File: config.mk
export PLATFORM = sky130hd
export DESIGN_NAME = data_mem_arbiter
export DESIGN_NICKNAME = d
export VERILOG_FILES = /design/src/rtl/data_mem_arbiter_pkg.sv /design/src/rtl/data_mem_arbiter_arb_pick.sv /design/src/rtl/data_mem_arbiter.sv
export SDC_FILE = /design/constraint.sdc
export NUM_CORES = 1
export LEC_CHECK = 0
export BUFFER_PORTS_ARGS = -buffer_cell sky130_fd_sc_hd__buf_2
export CAP_MARGIN = 20
export CORE_AREA = 4 4 113 115
export CTS_BUF_LIST = sky130_fd_sc_hd__clkbuf_4
export DETAILED_ROUTE_END_ITERATION = 8
export DIE_AREA = 0 0 117 119
export GPL_TIMING_DRIVEN = 0
export HOLD_SLACK_MARGIN = 0.1
export PLACE_DENSITY_LB_ADDON = 0.1
export RECOVER_POWER = 25
export SYNTH_ARGS = -nofsm -noshare
export SYNTH_HDL_FRONTEND = slang
export SYNTH_SLANG_ARGS = --single-unit
File: constraint.sdc
create_clock -name clk -period 1.8 [get_ports clk]
set_input_delay 0.45 -clock clk [delete_from_list [all_inputs] [get_ports clk]]
set_output_delay 0.45 -clock clk [all_outputs]
set_load 0.05 [all_outputs]
File: src/rtl/data_mem_arbiter_pkg.sv
// Shared definitions for the data memory arbiter: FSM state encoding,
// port index constants and the burst counter width.
package data_mem_arbiter_pkg;

  // Arbiter ownership state: which port (if any) was granted last cycle
  typedef enum logic [1:0] {
    ST_IDLE = 2'd0,
    ST_OWN0 = 2'd1,
    ST_OWN1 = 2'd2
  } arb_state_e;

  localparam int PORT0       = 0;
  localparam int PORT1       = 1;
  localparam int BURST_CNT_W = 4;

  // Next ownership state from the pair of grants issued this cycle
  function automatic arb_state_e next_owner(input logic g0, input logic g1);
    arb_state_e nxt;
    nxt = ST_IDLE;
    if (g0)      nxt = ST_OWN0;
    else if (g1) nxt = ST_OWN1;
    return nxt;
  endfunction

endpackage

File: src/rtl/data_mem_arbiter_arb_pick.sv
// arb_pick: combinational winner select for the two-port data memory arbiter.
// Default build: fixed priority to port 0, with port 1 forced through once
// port 0 has taken MAX_BURST consecutive grants while port 1 waited.
// Build option ARB_ROUND_ROBIN_EN: on dual requests alternate relative to the
// last owner (IDLE counts as "give port 0").
module arb_pick
  import data_mem_arbiter_pkg::*;
#(
  parameter int MAX_BURST = 4
) (
  input  logic                   p0_req,
  input  logic                   p1_req,
  input  logic [1:0]             state,
  input  logic [BURST_CNT_W-1:0] burst_cnt,
  output logic                   pick0,
  output logic                   pick1
);

  localparam logic [BURST_CNT_W-1:0] BURST_CAP = BURST_CNT_W'(MAX_BURST);

  logic burst_full;
  logic last_was_p0;

  assign burst_full  = (burst_cnt == BURST_CAP);
  assign last_was_p0 = (state == ST_OWN0);

`ifdef ARB_ROUND_ROBIN_EN
  logic unused_burst;
  assign unused_burst = burst_full;

  // Round-robin: on contention hand the grant to the port that did not own last
  always_comb begin
    pick0 = p0_req & (~p1_req | ~last_was_p0);
    pick1 = p1_req & (~p0_req |  last_was_p0);
  end
`else
  logic unused_state;
  assign unused_state = last_was_p0;

  // Fixed priority: port 0 wins contention unless its burst allowance is spent
  always_comb begin
    pick0 = p0_req & ~(p1_req & burst_full);
    pick1 = p1_req & (~p0_req | burst_full);
  end
`endif

endmodule

File: src/rtl/data_mem_arbiter.sv
// data_mem_arbiter: two-port arbiter in front of a single-ported data memory
// with combinational read data. Port 0 is the CPU load/store path, port 1 the
// loader/debug path. Grants are combinational from state and requests; read
// data returns registered one cycle after the grant.
// Optional build macro ARB_ROUND_ROBIN_EN selects round-robin arbitration
// instead of fixed priority with a port-0 burst cap.
module data_mem_arbiter
  import data_mem_arbiter_pkg::*;
#(
  parameter int WIDTH     = 32,
  parameter int MAX_BURST = 4
) (
  input  logic             clk,
  input  logic             rst_n,
  input  logic             p0_req,
  input  logic             p0_we,
  input  logic [WIDTH-1:0] p0_addr,
  input  logic [WIDTH-1:0] p0_wdata,
  input  logic             p1_req,
  input  logic             p1_we,
  input  logic [WIDTH-1:0] p1_addr,
  input  logic [WIDTH-1:0] p1_wdata,
  output logic             p0_gnt,
  output logic             p1_gnt,
  output logic             p0_rvalid,
  output logic             p1_rvalid,
  output logic [WIDTH-1:0] p0_rdata,
  output logic [WIDTH-1:0] p1_rdata,
  output logic             mem_read,
  output logic             mem_write,
  output logic [WIDTH-1:0] mem_addr,
  output logic [WIDTH-1:0] mem_wdata,
  input  logic [WIDTH-1:0] mem_rdata,
  output logic             busy
);

  arb_state_e             state;
  logic [BURST_CNT_W-1:0] burst_cnt;
  logic                   pick0;
  logic                   pick1;
  logic                   p0_rd_p0;
  logic                   p1_rd_p0;
  logic                   p0_vld_p1;
  logic                   p1_vld_p1;
  logic [WIDTH-1:0]       p0_rdata_p1;
  logic [WIDTH-1:0]       p1_rdata_p1;

  arb_pick #(
    .MAX_BURST (MAX_BURST)
  ) u_pick (
    .p0_req    (p0_req),
    .p1_req    (p1_req),
    .state     (state),
    .burst_cnt (burst_cnt),
    .pick0     (pick0),
    .pick1     (pick1)
  );

  // Grants are blocked while reset is asserted so no strobe leaks out
  assign p0_gnt = pick0 & rst_n;
  assign p1_gnt = pick1 & rst_n;
  assign busy   = p0_gnt | p1_gnt;

  assign p0_rd_p0 = p0_gnt & ~p0_we;
  assign p1_rd_p0 = p1_gnt & ~p1_we;

  // Memory request mux: granted port drives the bus, otherwise all zeros
  always_comb begin
    mem_read  = 1'b0;
    mem_write = 1'b0;
    mem_addr  = '0;
    mem_wdata = '0;
    if (p0_gnt) begin
      mem_read  = ~p0_we;
      mem_write = p0_we;
      mem_addr  = p0_addr;
      mem_wdata = p0_wdata;
    end else if (p1_gnt) begin
      mem_read  = ~p1_we;
      mem_write = p1_we;
      mem_addr  = p1_addr;
      mem_wdata = p1_wdata;
    end
  end

  // Ownership FSM and port-0 burst counter
  always_ff @(posedge clk or negedge rst_n) begin
    if (!rst_n) begin
      state     <= ST_IDLE;
      burst_cnt <= '0;
    end else begin
      state <= next_owner(p0_gnt, p1_gnt);
`ifdef ARB_ROUND_ROBIN_EN
      burst_cnt <= '0;
`else
      // Count only port-0 wins that made port 1 wait; saturate at the cap
      if (p1_gnt || !p1_req) begin
        burst_cnt <= '0;
      end else if (p0_gnt && (burst_cnt < BURST_CNT_W'(MAX_BURST))) begin
        burst_cnt <= burst_cnt + BURST_CNT_W'(1);
      end
`endif
    end
  end

  // ---- stage p0 -> p1: capture read data at the grant edge ----
  always_ff @(posedge clk or negedge rst_n) begin
    if (!rst_n) begin
      p0_vld_p1   <= 1'b0;
      p1_vld_p1   <= 1'b0;
      p0_rdata_p1 <= '0;
      p1_rdata_p1 <= '0;
    end else begin
      p0_vld_p1 <= p0_rd_p0;
      p1_vld_p1 <= p1_rd_p0;
      if (p0_rd_p0) p0_rdata_p1 <= mem_rdata;
      if (p1_rd_p0) p1_rdata_p1 <= mem_rdata;
    end
  end

  assign p0_rvalid = p0_vld_p1;
  assign p1_rvalid = p1_vld_p1;
  assign p0_rdata  = p0_rdata_p1;
  assign p1_rdata  = p1_rdata_p1;

endmodule

---- Word level (Yosys, flattened, before mapping) ----
Cells that the tools add are included.
operators by class
  reductions and logical operators ........ 4
  bitwise operators ....................... 13
  eq/ne operators ......................... 1
  $lt $le $gt $ge ......................... 1
  multiplexer cells ....................... 10
  add/subtract/negate cells ............... 1
operators by type and width
  kind                   count
  $mux W32               4
  $mux W4                2
  $and A1 B1 Y1          7
  $add A4 B1 Y4 const B  1
  $eq A4 B3 Y1 const B   1
  $lt A4 B3 Y1 const B   1
  $mux W1                4
  $not A1 Y1             4
  $or A1 B1 Y1           2
  $reduce_bool A2 Y1     1
  $logic_and A1 B1 Y1    1
  $logic_not A1 Y1       1
  $logic_or A1 B1 Y1     1
storage, ports and cells
  logic and storage cells ................. 35
  input bits .............................. 166
  output and inout port bits .............. 135
  register bits ........................... 70

---- Depth between registers and ports, before layout ----
  depth after elaboration ................. 8
  gate-level depth with buffers ........... 7
  gate-level depth less buffers ........... 5

---- Hierarchy ----
From an unflattened synthesis, not the netlist that was laid out.
second synthesis, totals
  cell total of the unflattened synthesis .. 248
  area, all modules ....................... 3512.1 µm²
modules (own cells, without submodules)
  module            seq. area each (µm²)  instances  area each (µm²)  cells an instance
  data_mem_arbiter  1801.7                1          3472.1           244
  arb_pick          0.0                   1          40.0             4

---- Least setup slack after synthesis ----
OpenSTA, ideal clock, no wires.
  kind .................................... reg2out
  start ................................... register burst_cnt[0]
  end ..................................... output mem_wdata[22]
  data arrival time ....................... 2138 ps
  cell stages (with the launch flop) ...... 7
  required time ........................... 1350 ps
  buffers on the path ..................... 1
  slack ................................... -788 ps
  cell sequence ........................... dfrtp_1 > inv_1 > ha_1 > nand3b_4 > a21oi_1 > buf_1 > a22o_1
between the ends
  cells in the longest elaborated chain, start to end .. 6
  elaborated cells on any way between the ends .. 10
  those cells by class .................... eq/ne (1); mux (2); bitwise (7)
RTL lines
  element                   line                             RTL
  start: declaration        data_mem_arbiter.sv:38           logic [BURST_CNT_W-1:0] burst_cnt;
  start signal: assignment  data_mem_arbiter.sv:100          burst_cnt <= burst_cnt + BURST_CNT_W'(1);
  $eq A4 B3 Y1              data_mem_arbiter_arb_pick.sv:24  assign burst_full = (burst_cnt == BURST_CAP);
  $or A1 B1 Y1              data_mem_arbiter_arb_pick.sv:43  pick1 = p1_req & (~p0_req | burst_full);
  $and A1 B1 Y1             data_mem_arbiter_arb_pick.sv:43
  $and A1 B1 Y1             data_mem_arbiter.sv:61           assign p1_gnt = pick1 & rst_n;
  net p1_gnt                data_mem_arbiter.sv:24           output logic p1_gnt,
  $mux W32                  data_mem_arbiter.sv:78           end else if (p1_gnt) begin
  $mux W32                  data_mem_arbiter.sv:73           if (p0_gnt) begin
  end: declaration          data_mem_arbiter.sv:32           output logic [WIDTH-1:0] mem_wdata,
The timed path passes the listed nets, and every way through them passes these cells.

---- Worst setup path after layout ----
  start ................................... register burst_cnt[0]
  end ..................................... output mem_wdata[20]
between the ends
  cells in the longest elaborated chain, start to end .. 6
  elaborated cells on any way between the ends .. 10
  those cells by class .................... eq/ne (1); mux (2); bitwise (7)
RTL lines
  element                                        line
  $eq A4 B3 Y1 *                                 data_mem_arbiter_arb_pick.sv:24
  $or A1 B1 Y1 or $and A1 B1 Y1 (tied branches)  data_mem_arbiter_arb_pick.sv:43, data_mem_arbiter_arb_pick.sv:42
  $and A1 B1 Y1 or $not A1 Y1 (tied branches)    data_mem_arbiter_arb_pick.sv:43, data_mem_arbiter_arb_pick.sv:42
  $and A1 B1 Y1, on equally long branches        data_mem_arbiter.sv:61, data_mem_arbiter_arb_pick.sv:42
  $mux W32 or $and A1 B1 Y1 (tied branches)      data_mem_arbiter.sv:78, data_mem_arbiter.sv:60
  $mux W32 *                                     data_mem_arbiter.sv:73
Every way passes the cells marked *; elsewhere a longest branch is shown, timed or not.

==> results.toml <==
[die]
fp.dieArea_sq_um = 13920
num_rows = 40
ios = 301
fp.dieW_microns = 117
die_h_microns = 119
start_util_pct = 28.86
core_area_sq_um = 11810

[timing]
grt_setup_unrepaired = "yes"
min_period_ns = 2.516
fin_crit_sh_pct = 139.8
skew_ns = 0.01578
setup_viol = 126
fmaxAchievable_mhz = 397.5
slew_headroom_pct = 44.04
slew_violations = 0
holdWs_ns = 0.2608
worst_pin_slew_ns = 0.8394
hold_viol = 0
setup_ws_ns = -0.7155

[outcome]
violations = "negative setup slack"
outcome = "finished with violations"

[power]
power.share.clock_pct = 18.2
total_power_w = 0.006288
leakagePower_nw = 3.679
p_per_area_nw_per_um2 = 897.6
p_seq_share_pct = 32.2
ir_drop_mv = 0.7471
intPower_w = 0.003581
power_switching_w = 0.002707
switching_share_pct = 43.05
p_comb_share_pct = 49.6

[hold_path]
min_path_cells = 2
hold_path.class = "primary input to register"
min_from = "mem_rdata[19]"
whs_endpoint = "p0_rdata[19]$_DFFE_PN0P_"

[yosys]
ys_seq_area_share_pct = 51.40
synth_adder_area_share_pct = 0.7342
synth_compound_area_share_pct = 18.36
synth-xor-area-share_pct = 0.2570
synth_top_family_by_area = "multiplexers"
synthArstFlopShare_pct = 100.0
ys_warn_count = 0
synth-seq-cells = 70
syn-mean-instance-area_sq_um = 13.80
muxShareOfSynthArea_pct = 21.48
syn-instance-count = 247
synth-simple-area-share_pct = 3.451
synthesis.area_sq_um = 3408
synth_fp_nets = 415
synthFlopType = "dfrtp_1"
yosysUniqueCellTypes = 25
synth-edff-count = 0

[placement]
place_congestion = 0.8330
preCtsSetupSlack_ns = -1.009
dp.final_hpwl_microns = 11380
portBuffers = 299

[grt]
grt_use_total_pct = 21.68
grt.overflow.total = 0
grt_max_degree = 35
grt_pass1_vias = 4039
antenna_found_initial = 10
grt_pass1_wl_microns = 22740

[clocking]
clock-sinks = 70
clk_pin_slew_ns = 0.12
cts_tree = "done"
clockRootBuffer = "clkbuf_4"
htree_levels = 3
cts_buffer_depth = 2
clock_latency_ns = 0.43
cts_buffers = 9

[layout]
syn2layout_area_growth_pct = 105.5
final_layout_size_suffix_gt1_share_pct = 85.09
fin_nets = 760

[setup_path]
r2r_setup_slack_ns = -0.15
cp_data_arrival_time_ns = 2.07
critPathKind = "register to output pin"
cp.required_ns = 1.35
endpoint_kind = "output pin"
timing.rr.end = "p1_rdata[1]$_DFFE_PN0P_"
r2r_start = "burst_cnt[0]$_DFFE_PN0P_"
crit_path_max_fanout = 10
reg2reg_depth = 8
critPathLaunchType = "register"

[run]
drv_cap = 0

[detailed_routing]
via_per_inst = 4.908
drtIter0Drc = 145
wl_microns = 15730
routed-via-count = 3676
drtAntennaViolNets = 0
dr.pass1.iters = 4
post_drt_wl_per_cell_microns = 21.01
post-route-drc-count = 0
## sequential cells by signal, summed over array words and instances, names as in the netlist
name	count
burst_cnt	4
p1_rdata	32
p1_rvalid	1
p0_rvalid	1
p0_rdata	32
## cell families (layout without fill, tap and decap cells)
logic type               Yosys count  after routing
other                              0              5
XOR/XNOR                           1              1
multiplexers                      65             65
flip-flops                        70             70
AO/OA/AOI/OAI                     71             71
buffers and inverters             23            373
AND/OR/NAND/NOR                   15             15
adder cells (fa/ha/maj)            2              2
## per-stage QoR
step                      area [sq um]  TNS [ns]  instances  utilization (%)
final                             7005    -51.91        749            59.31
after global routing              7005    -62.45        749            59.31
after CTS                         6872    -55.19        737            58.18
after detailed placement          5549    -95.23        694            46.98
after global placement            5519   -241.34        693            46.73
after floorplan                   3839    -8.621        247                -
## what timing repair did
item / CTS / global route
resized for setup: 231 / 40
hold buffers: 3 / 1
setup endpoints to repair: 133 / 124
gates cloned: 7 / 2
setup buffers: 19 / 12
pin swaps: 6 / 6
hold endpoints to repair: 36 / 2
## critical path: stages (launching register included)
cell and delay (ns):
dfrtp_1 0.41, inv_2 0.08, ha_4 0.14, nand3b_4 0.12, a21oi_4 0.22, buf_6 0.18
buf_6 0.18, a22o_2 0.17, buf_6 0.15
## area by class of cell
class	instances	area, sq um
Fill cell	959	4806
Timing Repair Buffer	336	2447
Multi-Input combinational cell	154	2166
Sequential cell	70	1752
Buffer	19	275.3
Tap cell	147	183.9
Clock inverter	6	86.33
Clock buffer	10	75.07
Antenna cell	5	12.51
Inverter	2	7.507
## power groups by stage
stage / Clock, W / Sequential (W) / Combinational [W]
after floorplan: 0 / 0.00310 / 0.000861
after global placement: 0 / 0.00203 / 0.00267
after detailed placement: 0 / 0.00204 / 0.00269
after CTS: 0.00119 / 0.00202 / 0.00308
after global routing: 0.00127 / 0.00207 / 0.00324
final: 0.00114 / 0.00202 / 0.00312
## cells in the final DEF, fill, tap and decap left out, types with 2 or more instances in the layout
cell type	n
a22o_2	20
a22o_4	44
and3_1	3
buf_12	10
buf_16	3
buf_2	231
buf_4	15
buf_6	65
buf_8	23
bufinv_16	2
clkbuf_16	2
clkbuf_2	2
clkbuf_4	10
clkinv_4	2
dfrtp_1	70
diode_2	5
dlygate4sd3_1	3
inv_2	2
mux2_2	9
mux2_4	56
nand2_1	4
o21a_1	2
## layer usage
| layer | vias to the layer above | routed length (microns) | track usage [%] |
|---|---|---|---|
| li1 | 1649 | - | - |
| met1 | 1778 | 5546 | 23.29 |
| met2 | 192 | 7896 | 36.66 |
| met3 | 49 | 1648 | 8.994 |
| met4 | 8 | 592 | 9.749 |
| met5 | - | 49 | 0 |
## synthesized netlist by cell type (2+ instances only)
cell type	n	area, sq um
dfrtp_1	70	1752
a22o_1	64	560.5
mux2_2	61	686.9
buf_2	13	65.06
buf_6	6	67.56
mux2_1	4	45.04
nand2_1	4	15.01
and3_1	3	18.77
a21oi_1	2	10.01
ha_1	2	25.02
inv_1	2	7.510
nor2_1	2	7.510
o21a_1	2	15.01
## worst max path at each step
stage | depth (start not counted) | from | to | slack (ns)
2_1_floorplan | 7 | burst_cnt[1]$_DFFE_PN0P_ | mem_wdata[20] | -0.20
3_3_place_gp | 6 | rst_n | mem_read | -2.01
3_5_place_dp | 7 | rst_n | mem_read | -1.01
4_1_cts | 8 | burst_cnt[0]$_DFFE_PN0P_ | mem_wdata[12] | -0.74
5_1_grt | 8 | burst_cnt[0]$_DFFE_PN0P_ | mem_wdata[21] | -0.83
6_report | 8 | burst_cnt[0]$_DFFE_PN0P_ | mem_wdata[20] | -0.72
No activity file was read; power rests on OpenSTA's default activity.
